**src/rtl/ir_pkg.sv**
```systemverilog
// NEC IR receiver shared types: FSM state encoding, microsecond timing
// windows and small decode helpers.
package ir_pkg;

  typedef enum logic [2:0] {
    IDLE, LEAD_LOW, LEAD_HIGH, BIT_MARK, BIT_SPACE, STOP_MARK
  } ir_state_e;

  // Microsecond acceptance windows (inclusive).
  localparam logic [13:0] LEAD_LOW_MIN  = 14'd8000;
  localparam logic [13:0] LEAD_LOW_MAX  = 14'd10000;
  localparam logic [13:0] LEAD_HIGH_MIN = 14'd4000;
  localparam logic [13:0] LEAD_HIGH_MAX = 14'd5000;
  localparam logic [13:0] RPT_HIGH_MIN  = 14'd2000;
  localparam logic [13:0] RPT_HIGH_MAX  = 14'd2500;
  localparam logic [13:0] MARK_MIN      = 14'd400;
  localparam logic [13:0] MARK_MAX      = 14'd700;
  localparam logic [13:0] ZERO_MIN      = 14'd400;
  localparam logic [13:0] ZERO_MAX      = 14'd700;
  localparam logic [13:0] ONE_MIN       = 14'd1400;
  localparam logic [13:0] ONE_MAX       = 14'd1900;
  localparam logic [13:0] TIMEOUT_US    = 14'd12000;
  localparam logic [13:0] US_MAX        = 14'd16383;

  function automatic logic in_win(input logic [13:0] v, input logic [13:0] lo,
                                  input logic [13:0] hi);
    return (v >= lo) && (v <= hi);
  endfunction

  // Address and command bytes must each be followed by their inverse.
  function automatic logic frame_ok(input logic [31:0] f);
    return (f[31:24] == ~f[23:16]) && (f[15:8] == ~f[7:0]);
  endfunction

endpackage

```
**src/rtl/ir_input_filter.sv**
```systemverilog
// Two-flop synchroniser plus glitch filter for the raw IR input. A new level
// is accepted only after FILTER_CYC consecutive samples disagree with the
// current one; rise/fall strobes are registered alongside the level.
module ir_input_filter #(
  parameter int FILTER_CYC = 4
) (
  input  logic clk,
  input  logic rst_n,
  input  logic i_raw,
  output logic o_level,
  output logic o_rise,
  output logic o_fall
);

  localparam int CW = $clog2(FILTER_CYC + 1);

  logic [1:0]    r_sync;
  logic [CW-1:0] r_cnt;
  logic          r_level;
  logic          r_rise;
  logic          r_fall;

  // Synchronise, then count disagreeing samples until the new level is trusted.
  always_ff @(posedge clk or negedge rst_n) begin
    if (!rst_n) begin
      r_sync  <= 2'b11;
      r_cnt   <= '0;
      r_level <= 1'b1;
      r_rise  <= 1'b0;
      r_fall  <= 1'b0;
    end else begin
      r_sync <= {r_sync[0], i_raw};
      r_rise <= 1'b0;
      r_fall <= 1'b0;
      if (r_sync[1] == r_level) begin
        r_cnt <= '0;
      end else if (r_cnt == CW'(FILTER_CYC - 1)) begin
        r_cnt   <= '0;
        r_level <= r_sync[1];
        r_rise  <= r_sync[1];
        r_fall  <= ~r_sync[1];
      end else begin
        r_cnt <= r_cnt + 1'b1;
      end
    end
  end

  assign o_level = r_level;
  assign o_rise  = r_rise;
  assign o_fall  = r_fall;

endmodule

```
**src/rtl/nec_ir_receiver.sv**
```systemverilog
// NEC IR frame receiver: filtered input, microsecond level timer, frame FSM
// with checksum. Define NEC_REPEAT_EN to re-pulse data_ready on repeat codes.
// Below 1 MHz each clock advances the timer by 1e6/CLK_HZ microseconds.
module nec_ir_receiver
  import ir_pkg::*;
#(
  parameter int CLK_HZ     = 50_000_000,
  parameter int FILTER_CYC = 4
) (
  input  logic        clk,
  input  logic        rst_n,
  input  logic        ir_in,
  output logic [31:0] ir_data,
  output logic        data_ready,
  output logic        frame_err
);

  localparam int          TICK_DIV = (CLK_HZ >= 1_000_000) ? CLK_HZ / 1_000_000 : 1;
  localparam int          US_INC   = (CLK_HZ >= 1_000_000) ? 1 : 1_000_000 / CLK_HZ;
  localparam int          PRE_W    = (TICK_DIV > 1) ? $clog2(TICK_DIV) : 1;
  localparam logic [13:0] US_STEP  = 14'(US_INC);

  logic w_level, w_rise, w_fall, w_edge, w_rose, w_fell;

  ir_input_filter #(.FILTER_CYC(FILTER_CYC)) u_filt (
    .clk     (clk),
    .rst_n   (rst_n),
    .i_raw   (ir_in),
    .o_level (w_level),
    .o_rise  (w_rise),
    .o_fall  (w_fall)
  );

  // Edge direction is taken from the level that was just accepted.
  assign w_edge = w_rise | w_fall;
  assign w_rose = w_edge & w_level;
  assign w_fell = w_edge & ~w_level;

  logic [PRE_W-1:0] r_pre;
  logic             r_tick;
  logic [13:0]      r_us;

  // Prescaler producing the microsecond tick.
  always_ff @(posedge clk or negedge rst_n) begin
    if (!rst_n) begin
      r_pre  <= '0;
      r_tick <= 1'b0;
    end else if (r_pre == PRE_W'(TICK_DIV - 1)) begin
      r_pre  <= '0;
      r_tick <= 1'b1;
    end else begin
      r_pre  <= r_pre + 1'b1;
      r_tick <= 1'b0;
    end
  end

  // Duration of the current level; cleared on each edge, saturating.
  always_ff @(posedge clk or negedge rst_n) begin
    if (!rst_n)      r_us <= '0;
    else if (w_edge) r_us <= '0;
    else if (r_tick) r_us <= (r_us > (US_MAX - US_STEP)) ? US_MAX : r_us + US_STEP;
  end

  ir_state_e   r_state;
  logic [4:0]  r_bit;
  logic [31:0] r_shift;
  logic [31:0] r_ir_data;
  logic        r_data_ready;
  logic        r_frame_err;
`ifdef NEC_REPEAT_EN
  logic        r_rpt;
  logic        r_have_frame;
`endif

  // Frame decoder: edges are judged by the duration of the level they end.
  always_ff @(posedge clk or negedge rst_n) begin
    if (!rst_n) begin
      r_state      <= IDLE;
      r_bit        <= '0;
      r_shift      <= '0;
      r_ir_data    <= '0;
      r_data_ready <= 1'b0;
      r_frame_err  <= 1'b0;
`ifdef NEC_REPEAT_EN
      r_rpt        <= 1'b0;
      r_have_frame <= 1'b0;
`endif
    end else begin
      r_data_ready <= 1'b0;
      r_frame_err  <= 1'b0;
      if (r_state != IDLE && !w_edge && r_us > TIMEOUT_US) begin
        r_state     <= IDLE;
        r_frame_err <= 1'b1;
      end else begin
        case (r_state)
          IDLE: if (w_fell) r_state <= LEAD_LOW;
          LEAD_LOW: if (w_rose) begin
            if (in_win(r_us, LEAD_LOW_MIN, LEAD_LOW_MAX)) r_state <= LEAD_HIGH;
            else begin r_state <= IDLE; r_frame_err <= 1'b1; end
          end
          LEAD_HIGH: if (w_fell) begin
            if (in_win(r_us, LEAD_HIGH_MIN, LEAD_HIGH_MAX)) begin
              r_state <= BIT_MARK;
              r_bit   <= '0;
`ifdef NEC_REPEAT_EN
              r_rpt   <= 1'b0;
            end else if (in_win(r_us, RPT_HIGH_MIN, RPT_HIGH_MAX)) begin
              r_state <= STOP_MARK;
              r_rpt   <= 1'b1;
`else
            end else if (in_win(r_us, RPT_HIGH_MIN, RPT_HIGH_MAX)) begin
              r_state <= IDLE;
`endif
            end else begin
              r_state     <= IDLE;
              r_frame_err <= 1'b1;
            end
          end
          BIT_MARK: if (w_rose) begin
            if (in_win(r_us, MARK_MIN, MARK_MAX)) r_state <= BIT_SPACE;
            else begin r_state <= IDLE; r_frame_err <= 1'b1; end
          end
          BIT_SPACE: if (w_fell) begin
            if (in_win(r_us, ZERO_MIN, ZERO_MAX) || in_win(r_us, ONE_MIN, ONE_MAX)) begin
              r_shift <= {in_win(r_us, ONE_MIN, ONE_MAX), r_shift[31:1]};
              r_bit   <= r_bit + 1'b1;
              r_state <= (r_bit == 5'd31) ? STOP_MARK : BIT_MARK;
            end else begin
              r_state     <= IDLE;
              r_frame_err <= 1'b1;
            end
          end
          STOP_MARK: if (w_rose) begin
            r_state <= IDLE;
            if (!in_win(r_us, MARK_MIN, MARK_MAX)) begin
              r_frame_err <= 1'b1;
`ifdef NEC_REPEAT_EN
            end else if (r_rpt) begin
              r_data_ready <= r_have_frame;
`endif
            end else if (frame_ok(r_shift)) begin
              r_ir_data    <= r_shift;
              r_data_ready <= 1'b1;
`ifdef NEC_REPEAT_EN
              r_have_frame <= 1'b1;
`endif
            end else begin
              r_frame_err <= 1'b1;
            end
          end
          default: r_state <= IDLE;
        endcase
      end
    end
  end

  assign ir_data    = r_ir_data;
  assign data_ready = r_data_ready;
  assign frame_err  = r_frame_err;

endmodule

```
**config.mk**
```make
export PLATFORM = sky130hd
export DESIGN_NAME = nec_ir_receiver
export DESIGN_NICKNAME = d
export VERILOG_FILES = /design/src/rtl/ir_pkg.sv /design/src/rtl/ir_input_filter.sv /design/src/rtl/nec_ir_receiver.sv
export SDC_FILE = /design/constraint.sdc
export NUM_CORES = 1
export LEC_CHECK = 0
export CAP_MARGIN = 15
export CORE_UTILIZATION = 55
export DETAILED_ROUTE_END_ITERATION = 8
export GPL_TIMING_DRIVEN = 0
export PLACE_DENSITY = 0.8
export SLEW_MARGIN = 10
export SYNTH_ARGS = -nofsm -noshare
export SYNTH_HDL_FRONTEND = slang
export SYNTH_SLANG_ARGS = --single-unit
```
**constraint.sdc**
```tcl
create_clock -name clk -period 5.5 [get_ports clk]
set_input_delay 1.1 -clock clk [delete_from_list [all_inputs] [get_ports clk]]
set_output_delay 1.1 -clock clk [all_outputs]
set_load 0.02 [all_outputs]
```
==> results of run 1 <==
-- routing by layer --
metal	global-route usage	part of all wire	wire length, um	vias to the layer above
met5	0	0	0	-
met4	0.0815	0.019	198	0
met3	0.0312	0.039	419	17
met2	0.372	0.48	5110	114
met1	0.325	0.46	4920	1831
li1	-	-	-	1692
-- stage by stage --
step | TNS (ns) | util | std cells | area, sq um
after floorplan | 0 | - | 440 | 5140
after global placement | -36.78 | 0.634 | 584 | 5640
after detailed placement | 0 | 0.637 | 585 | 5660
after CTS | 0 | 0.659 | 601 | 5860
after global routing | 0 | 0.659 | 601 | 5860
final | 0 | 0.659 | 601 | 5860
-- path summary, 6_finish.rpt --
kind | slack (ns) | to | depth (start not counted)
worst max-delay path | 2.58 | r_shift[27] | 8
worst min-delay path | 0.36 | u_filt.r_sync[1] | 0
worst max register to register | 2.58 | r_shift[27] | 8
worst min register to register | 0.36 | u_filt.r_sync[1] | 0
max in group asynchronous | 4.10 | r_bit[1] | 2
min in group asynchronous | 0.71 | ir_data[21] | 1
-- area by class of cell --
class / count / area share
plain buffers: 29 / 0.0278
flip-flops and latches: 103 / 0.441
inverters: 7 / 0.00449
clock buffers: 9 / 0.0211
clock inverters: 7 / 0.0124
repair buffers: 37 / 0.0658
multi-input cells: 301 / 0.405
well taps: 108 / 0.0231
-- flip-flops by register name, summed over array words and instances (netlist names), 2 cells and up --
register       flops
ir_data           32
u_filt.r_cnt       3
u_filt.r_sync      2
r_state            3
r_us              14
r_shift           32
r_pre              6
r_bit              5
-- placed cells by master, fill, tap and decap left out, types with 3 or more instances in the layout --
master           synthesis  routed
clkdlybuf4s50_1          0      35
nand2_1                 19      19
a211oi_1                 4       4
o211ai_1                 3       3
xor2_1                  17      17
nor2b_1                  5       5
a311oi_1                 6       6
o22ai_1                  3       3
nand3_1                 12      12
o21a_1                   6       6
nand2b_1                 9       9
nand4_1                  9       9
nor2_1                  31      31
mux2_2                  38      38
and3_1                   9       9
clkbuf_1                19      19
and2_1                   4       4
or2_2                    3       3
dfstp_2                  3       3
xnor2_1                  3       3
nor4b_1                  3       3
nor3_1                  10      10
clkbuf_8                 0       9
dfrtp_1                100     100
mux2_4                  26      26
inv_1                    7       7
or3_1                    3       3
a21oi_1                 13      13
buf_6                    3       3
ha_1                     8       8
o21ai_0                 10      10
nor4_1                   6       6
buf_2                    4       4
-- report_power, final --
| group | switching (mW) | internal (mW) | total, mW |
|---|---|---|---|
| Clock | 0.289 | 0.179 | 0.467 |
| Sequential | 0.00445 | 0.772 | 0.776 |
| Combinational | 0.0434 | 0.0225 | 0.0659 |
-- cells by family after synthesis --
family / after synthesis / synth area share
xor gates and xnor gates: 20 / 0.0341
muxes: 66 / 0.163
and+or+nand+nor: 139 / 0.149
AOI/OAI and AO/OA: 68 / 0.0952
buffers and inverters: 36 / 0.0368
DFF: 103 / 0.502
adders and majority gates: 8 / 0.0195
==> key figures, run 1 <==
Critical path
  – Worst-path cell chain: inv_1 -> ha_1 -> or4_4 -> and3_4 -> buf_6 -> o31ai_4 -> buf_8 -> mux2_4
  – CP max FO: 10
  – CP delay by family, top: simple AND/OR/NAND/NOR gates
  – Max incr delay on CP: 0.55 ns
  – Slowest CP cell: or4_4
  – Critical path class: flip-flop to flip-flop
  – Reg2reg start: r_us[0]
  – CP required: 5.75 ns
  – CP Capture Type: flip-flop
  – Critical Path Start: r_us[0]
  – CP Data Arrival Time: 3.18 ns
  – Worst Path Buf+Inv: 3
  – Worst Setup Start Kind: flip-flop

Clock network
  – Clock transition at the registers of the reported paths: 0.11 ns
  – Clock sink total: 103
  – Root Buffer: clkbuf_8
  – PostCTS Resize Cnt: 0
  – Worst-Skew Late Latency: 0.38 ns
  – H-tree levels: 3
  – Post-CTS setup buffer count: 0
  – Number of CTS-inserted buffers: 9
  – Post-CTS Hold Buffers: 0
  – Max Root-Sink Buffers: 2
  – CTS tree: done

Floorplan
  – Die area: 9740 sq um
  – I/O pin cnt: 37
  – # rows: 34
  – Die H: 98.7 um
  – Die Span X: 98.7 um
  – Total core area: 8890 sq um
  – Initial core utilization: 0.578

Logic synthesis
  – EDFF count, synth: 0
  – Synth top area share: 0.487
  – Yosys top cell by area: dfrtp_1
  – Post-synth top cells: dfrtp_1 (100), mux2_2 (38), nor2_1 (31)
  – Synth Register Bits: 103
  – Cell variety after synth: 61
  – Post-Syn Area: 5140 sq um
  – Sequential share of the synthesized area: 0.502
  – Largest cells by area after synthesis: dfrtp_1 (49%), mux2_2 (8.3%), mux2_4 (7.6%), xor2_1 (2.9%), nor2_1 (2.3%)
  – Post-synth ARST share: 1.00
  – Most common cell in the synthesized netlist: dfrtp_1
  – Synth warnings: 0
  – Avg Inst Size Synth: 11.7 sq um
  – Mapped Cells: 440
  – Synth Flop Type: dfrtp_1
  – Mapped Nets: 451

Layout
  – FILL cells: 685
  – ANT cells: 0
  – Final nets: 499
  – Layout cells sized above 1: 0.217
  – Layout Area Growth over Synthesis: 13.9%
  – Flip-flop and latch area: 2580 sq um
  – Area of the multi-input gates: 2370 sq um

Drt
  – Post-DRT Antenna Nets: 0
  – Final WL: 10600 um
  – Vias per std cell: 6.08
  – Pre-antenna DRT Iters: 5
  – Residual DRC: 0
  – Via count: 3654
  – 1st-iter DRT viols: 363
  – Avg WL per Cell: 17.7 um

STA
  – Final Critical Period: 2.92 ns
  – RSZ-0062 raised after global routing: false
  – Fmax: 342 MHz
  – Final setup margin: 2.58 ns
  – Endpoints failing hold: 0
  – Clock skew: 0.0187 ns
  – WHS: 0.364 ns
  – Worst-margin pin slew: 0.882 ns
  – Fin crit share: 0.532
  – Final Max Slew Viols: 0
  – Endpoints failing setup: 0
  – Rel. slew slack: 0.404

Power and ir drop
  – Leakage power total: 2.85 nW
  – Worst vdd ir: 0.141 mV
  – Final Power: 1.31 mW
  – PwrDens: 224 nW/um^2

Global route
  – First-pass GRT wire length: 17600 um
  – Gr usage total: 0.231
  – Number of global-route vias before repair: 3557
  – Initial antenna violation count: 0
  – GRT overflow: 0
  – Largest net degree at the start of global routing: 61

Placement
  – DP HPWL: 7700 um
  – GPL Wtd Cong: 0.934
  – Place WS: 2.61 ns
  – IO buf count: 36

Min path
  – Hold Startpoint: u_filt.r_sync[0]
  – Hold crit path type: flip-flop to flip-flop

Flow run
  – Maxcap violations: 0

Run status
  – Status: complete, no violations
Note: power is estimated with default switching activity, not from simulation.
==> run 2: changes to the inputs <==
Clock period 5.5 ns to 3 ns, I/O delays scaled along.
==> key figures, run 2 (synthesized netlist as in run 1, its figures left out) <==
Clock network
  – Worst-Skew Late Latency: 0.37 ns
  – Root Buffer: clkbuf_8
  – H-tree levels: 3
  – Number of CTS-inserted buffers: 9
  – Clock transition at the registers of the reported paths: 0.11 ns
  – CTS tree: done
  – PostCTS Resize Cnt: 0
  – Max Root-Sink Buffers: 2
  – Clock sink total: 103

Critical path
  – CP Data Arrival Time: 3.11 ns
  – Critical path class: flip-flop to flip-flop
  – CP max FO: 10
  – Worst Setup Start Kind: flip-flop
  – CP Capture Type: flip-flop
  – CP required: 3.25 ns

Min path
  – Hold crit path type: primary input to async pin

Layout
  – ANT cells: 0
  – Filler-free cell count of the finished design: 601
  – Final nets: 499
  – Commonest cells after routing, fill and taps aside: dfrtp_1 (100), mux2_2 (38), clkdlybuf4s50_1 (35)
  – Most common cell after layout, fill and taps aside: dfrtp_1
  – Layout cells sized above 1: 0.217
  – Fin area: 5860 sq um
  – Layout Area Growth over Synthesis: 13.9%

Drt
  – Via count: 3651
  – Post-DRT Antenna Nets: 0
  – Pre-antenna DRT Iters: 5
  – Final WL: 10600 um
  – 1st-iter DRT viols: 332
  – Vias per std cell: 6.07
  – Avg WL per Cell: 17.7 um
  – Residual DRC: 0

Floorplan
  – Initial core utilization: 0.578
  – Die area: 9740 sq um
  – Die H: 98.7 um
  – Die Span X: 98.7 um
  – I/O pin cnt: 37
  – # rows: 34
  – Total core area: 8890 sq um

Flow run
  – Maxcap violations: 0

Global route
  – Number of global-route vias before repair: 3557
  – Largest net degree at the start of global routing: 61
  – First-pass GRT wire length: 17600 um
  – GRT overflow: 0
  – Initial antenna violation count: 0
  – Gr usage total: 0.231

STA
  – Fmax: 350 MHz
  – Final Critical Period: 2.85 ns
  – Rel. slew slack: 0.404
  – RSZ-0062 raised after global routing: false
  – Endpoints failing setup: 0
  – Final Max Slew Viols: 0
  – Worst-margin pin slew: 0.882 ns
  – Endpoints failing hold: 0
  – Clock skew: 0.0145 ns
  – Fin crit share: 0.951

Power and ir drop
  – PwrDens: 409 nW/um^2
  – Leakage power total: 2.85 nW
  – Worst vdd ir: 0.258 mV

Placement
  – IO buf count: 36
  – Dpl cell area: 5660 sq um
  – GPL Wtd Cong: 0.934
  – DP HPWL: 7700 um
  – Placed cells: 585

Run status
  – Status: complete, no violations
-- run 2: cell counts in the layout (fill, tap and decap cells not counted) --
Identical to the previous run, type by type.
-- run 2: area by class of cell --
class                   instances  area, sq um
repair buffers                 37          385
multi-input cells             301         2370
well taps                     108          135
fillers                       685         3030
flip-flops and latches        103         2580
clock buffers                   9          124
inverters                       7         26.3
clock inverters                 7         72.6
plain buffers                  29          163
-- run 2: routing by layer --
layer,up-vias,GRT usage,share of wire
li1,1688,-,-
met1,1827,0.325,0.46
met2,119,0.372,0.48
met3,17,0.0312,0.047
met4,0,0.0815,0.017
met5,-,0,0
-- run 2: critical path, stage by stage (launching register included) --
cell,delay [ns]
dfrtp_1,0.47
inv_1,0.12
ha_1,0.25
or4_4,0.55
and3_4,0.20
buf_6,0.12
o31ai_4,0.47
buf_6,0.24
mux2_4,0.31
-- run 2: where the power goes --
group / switching, mW / leakage [nW] / internal [mW]
Clock: 0.523 / 0.0970 / 0.328
Combinational: 0.0791 / 1.34 / 0.0412
Sequential: 0.00817 / 1.41 / 1.42
Total: 0.611 / 2.85 / 1.78
-- run 2: metrics by stage --
step	setup WS (ns)	hold WS (ns)	power (mW)	utilization	setup TNS, ns
after floorplan	0.388	0.304	1.52	-	0
after global placement	-2.38	0.349	1.56	0.634	-240.27
after detailed placement	0.109	0.349	1.57	0.637	0
after CTS	0.0845	0.224	2.43	0.659	0
after global routing	0.0461	0.258	2.49	0.659	0
final	0.146	0.216	2.39	0.659	0
-- run 2: what timing repair did --
item | CTS | global route
hold buffers | 0 | 0
setup endpoints to repair | 0 | 14
setup buffers | 0 | 0
-- run 2: path summary, 6_finish.rpt --
path | endpoint | slack [ns] | startpoint | depth (start not counted)
max reg2reg | r_shift[9] | 0.15 | r_us[0] | 8
max in group asynchronous | r_bit[1] | 2.11 | rst_n | 2
min reg2reg | u_filt.r_sync[1] | 0.36 | u_filt.r_sync[0] | 0
min | r_us[6] | 0.22 | rst_n | 1
min in group clk | u_filt.r_sync[1] | 0.36 | u_filt.r_sync[0] | 0
max | r_shift[9] | 0.15 | r_us[0] | 8
==> run 3: changes to the inputs <==
Settings changed: GPL_ROUTABILITY_DRIVEN from default to 0.
==> key figures, run 3 (synthesized netlist as in run 1, its figures left out) <==
Global route
  – Largest net degree at the start of global routing: 57
  – GRT overflow: 0
  – Gr usage total: 0.225
  – Initial antenna violation count: 0
  – Number of global-route vias before repair: 3526
  – First-pass GRT wire length: 17300 um

Placement
  – Dpl cell area: 5660 sq um
  – Place WS: 0.127 ns
  – DP HPWL: 7430 um
  – Placed cells: 585
  – IO buf count: 36

Floorplan
  – Die Span X: 98.7 um
  – Die H: 98.7 um
  – Initial core utilization: 0.578
  – # rows: 34
  – Die area: 9740 sq um
  – I/O pin cnt: 37
  – Total core area: 8890 sq um

Drt
  – Via count: 3623
  – Vias per std cell: 6.04
  – Residual DRC: 0
  – Avg WL per Cell: 17.0 um
  – Pre-antenna DRT Iters: 5
  – Final WL: 10200 um
  – Post-DRT Antenna Nets: 0
  – 1st-iter DRT viols: 375

STA
  – Worst-margin pin slew: 0.841 ns
  – Endpoints failing setup: 0
  – Final Critical Period: 2.83 ns
  – WHS: 0.270 ns
  – RSZ-0062 raised after global routing: false
  – Fmax: 353 MHz
  – Endpoints failing hold: 0
  – Rel. slew slack: 0.431
  – Final Max Slew Viols: 0
  – Final setup margin: 0.169 ns
  – Fin crit share: 0.944
  – Clock skew: 0.0100 ns

Critical path
  – Reg2Reg Depth: 8
  – R2r setup slk: 0.17 ns
  – Worst Setup Start Kind: flip-flop
  – CP Data Arrival Time: 3.07 ns
  – Critical path class: flip-flop to flip-flop
  – CP Capture Type: flip-flop
  – Critical Path Start: r_us[0]
  – Reg-to-Reg End: r_shift[0]
  – Reg2reg start: r_us[0]
  – Critical Path Sink: r_shift[0]
  – Slowest CP cell: or4_4
  – CP max FO: 10
  – Max incr delay on CP: 0.56 ns
  – CP required: 3.24 ns
  – Worst-path cell chain: inv_1 -> ha_1 -> or4_4 -> and3_4 -> buf_6 -> o31ai_4 -> buf_8 -> mux2_4

Layout
  – Fin area: 5840 sq um
  – Most common cell after layout, fill and taps aside: dfrtp_1
  – Final nets: 499
  – Filler-free cell count of the finished design: 600
  – Commonest cells after routing, fill and taps aside: dfrtp_1 (100), mux2_2 (38), clkdlybuf4s50_1 (35)
  – ANT cells: 0
  – Util after Layout: 0.657
  – Layout Area Growth over Synthesis: 13.6%
  – Layout cells sized above 1: 0.215

Power and ir drop
  – Switching Share: 0.247
  – P_sw: 581 uW
  – P_int: 1.77 mW
  – Logic pwr share: 0.052
  – Sequential group share of total power: 0.606
  – PwrDens: 402 nW/um^2
  – Leakage power total: 2.84 nW
  – Worst vdd ir: 0.346 mV
  – Clock Power Share: 0.341

Clock network
  – H-tree levels: 3
  – Worst-Skew Late Latency: 0.36 ns
  – Number of CTS-inserted buffers: 9
  – Max Root-Sink Buffers: 2
  – Post-CTS setup buffer count: 0
  – CTS tree: done
  – PostCTS Resize Cnt: 0
  – Root Buffer: clkbuf_8
  – Clock transition at the registers of the reported paths: 0.10 ns
  – Clock sink total: 103

Run status
  – Status: complete, no violations

Min path
  – Hold crit path type: primary input to async pin

Flow run
  – Maxcap violations: 0
## run 3: how the worst min path moves through the flow
stage                     startpoint               end  slack (ns)  cells after the start
global route                   rst_n          r_us[13]        0.30                      1
CTS                            rst_n       r_shift[20]        0.27                      1
global placement    u_filt.r_sync[0]  u_filt.r_sync[1]        0.35                      0
detailed placement  u_filt.r_sync[0]  u_filt.r_sync[1]        0.35                      0
finish                         rst_n           r_us[9]        0.27                      1
floorplan                      rst_n        data_ready        0.30                      0
## run 3: per-stage QoR
stage | power, mW | setup TNS [ns]
finish | 2.35 | 0
global route | 2.44 | 0
CTS | 2.37 | 0
detailed placement | 1.58 | 0
global placement | 1.56 | -238.14
floorplan | 1.52 | 0
## run 3: routing by layer
metal,vias to the layer above,track usage,part of all wire
met5,-,0,0
met4,0,0.0746,0.016
met3,19,0.0340,0.059
met2,142,0.358,0.48
met1,1778,0.319,0.45
li1,1684,-,-
## run 3: repair_timing
action                                  CTS  global route
hold buffers                              0             0
hold endpoints to repair                  0             0
endpoints found under the setup margin    0            21
## run 3: power groups by stage
stage / clock network (mW) / registers, mW / logic [mW]
6_report: 0.802 / 1.42 / 0.123
5_1_grt: 0.873 / 1.43 / 0.145
4_1_cts: 0.823 / 1.42 / 0.125
3_5_place_dp: 0 / 1.45 / 0.124
3_3_place_gp: 0 / 1.45 / 0.114
2_1_floorplan: 0 / 1.45 / 0.0712
## run 3: cell type report
cell class / count / area [sq um]
Sequential cell: 103 / 2580
Inverter: 7 / 26.3
Tap cell: 108 / 135
Timing Repair Buffer: 37 / 385
Buffer: 29 / 163
Clock buffer: 9 / 124
Fill cell: 672 / 3050
Multi-Input combinational cell: 301 / 2370
Clock inverter: 6 / 53.8
## run 3: worst max-delay path, delay by kind of cell, from the launching register on
kind                       cells  cell delay (ns)
and+or+nand+nor                2             0.76
buffers and inverters          3             0.48
DFF                            1             0.46
AOI/OAI and AO/OA              1             0.46
muxes                          1             0.31
adders and majority gates      1             0.25
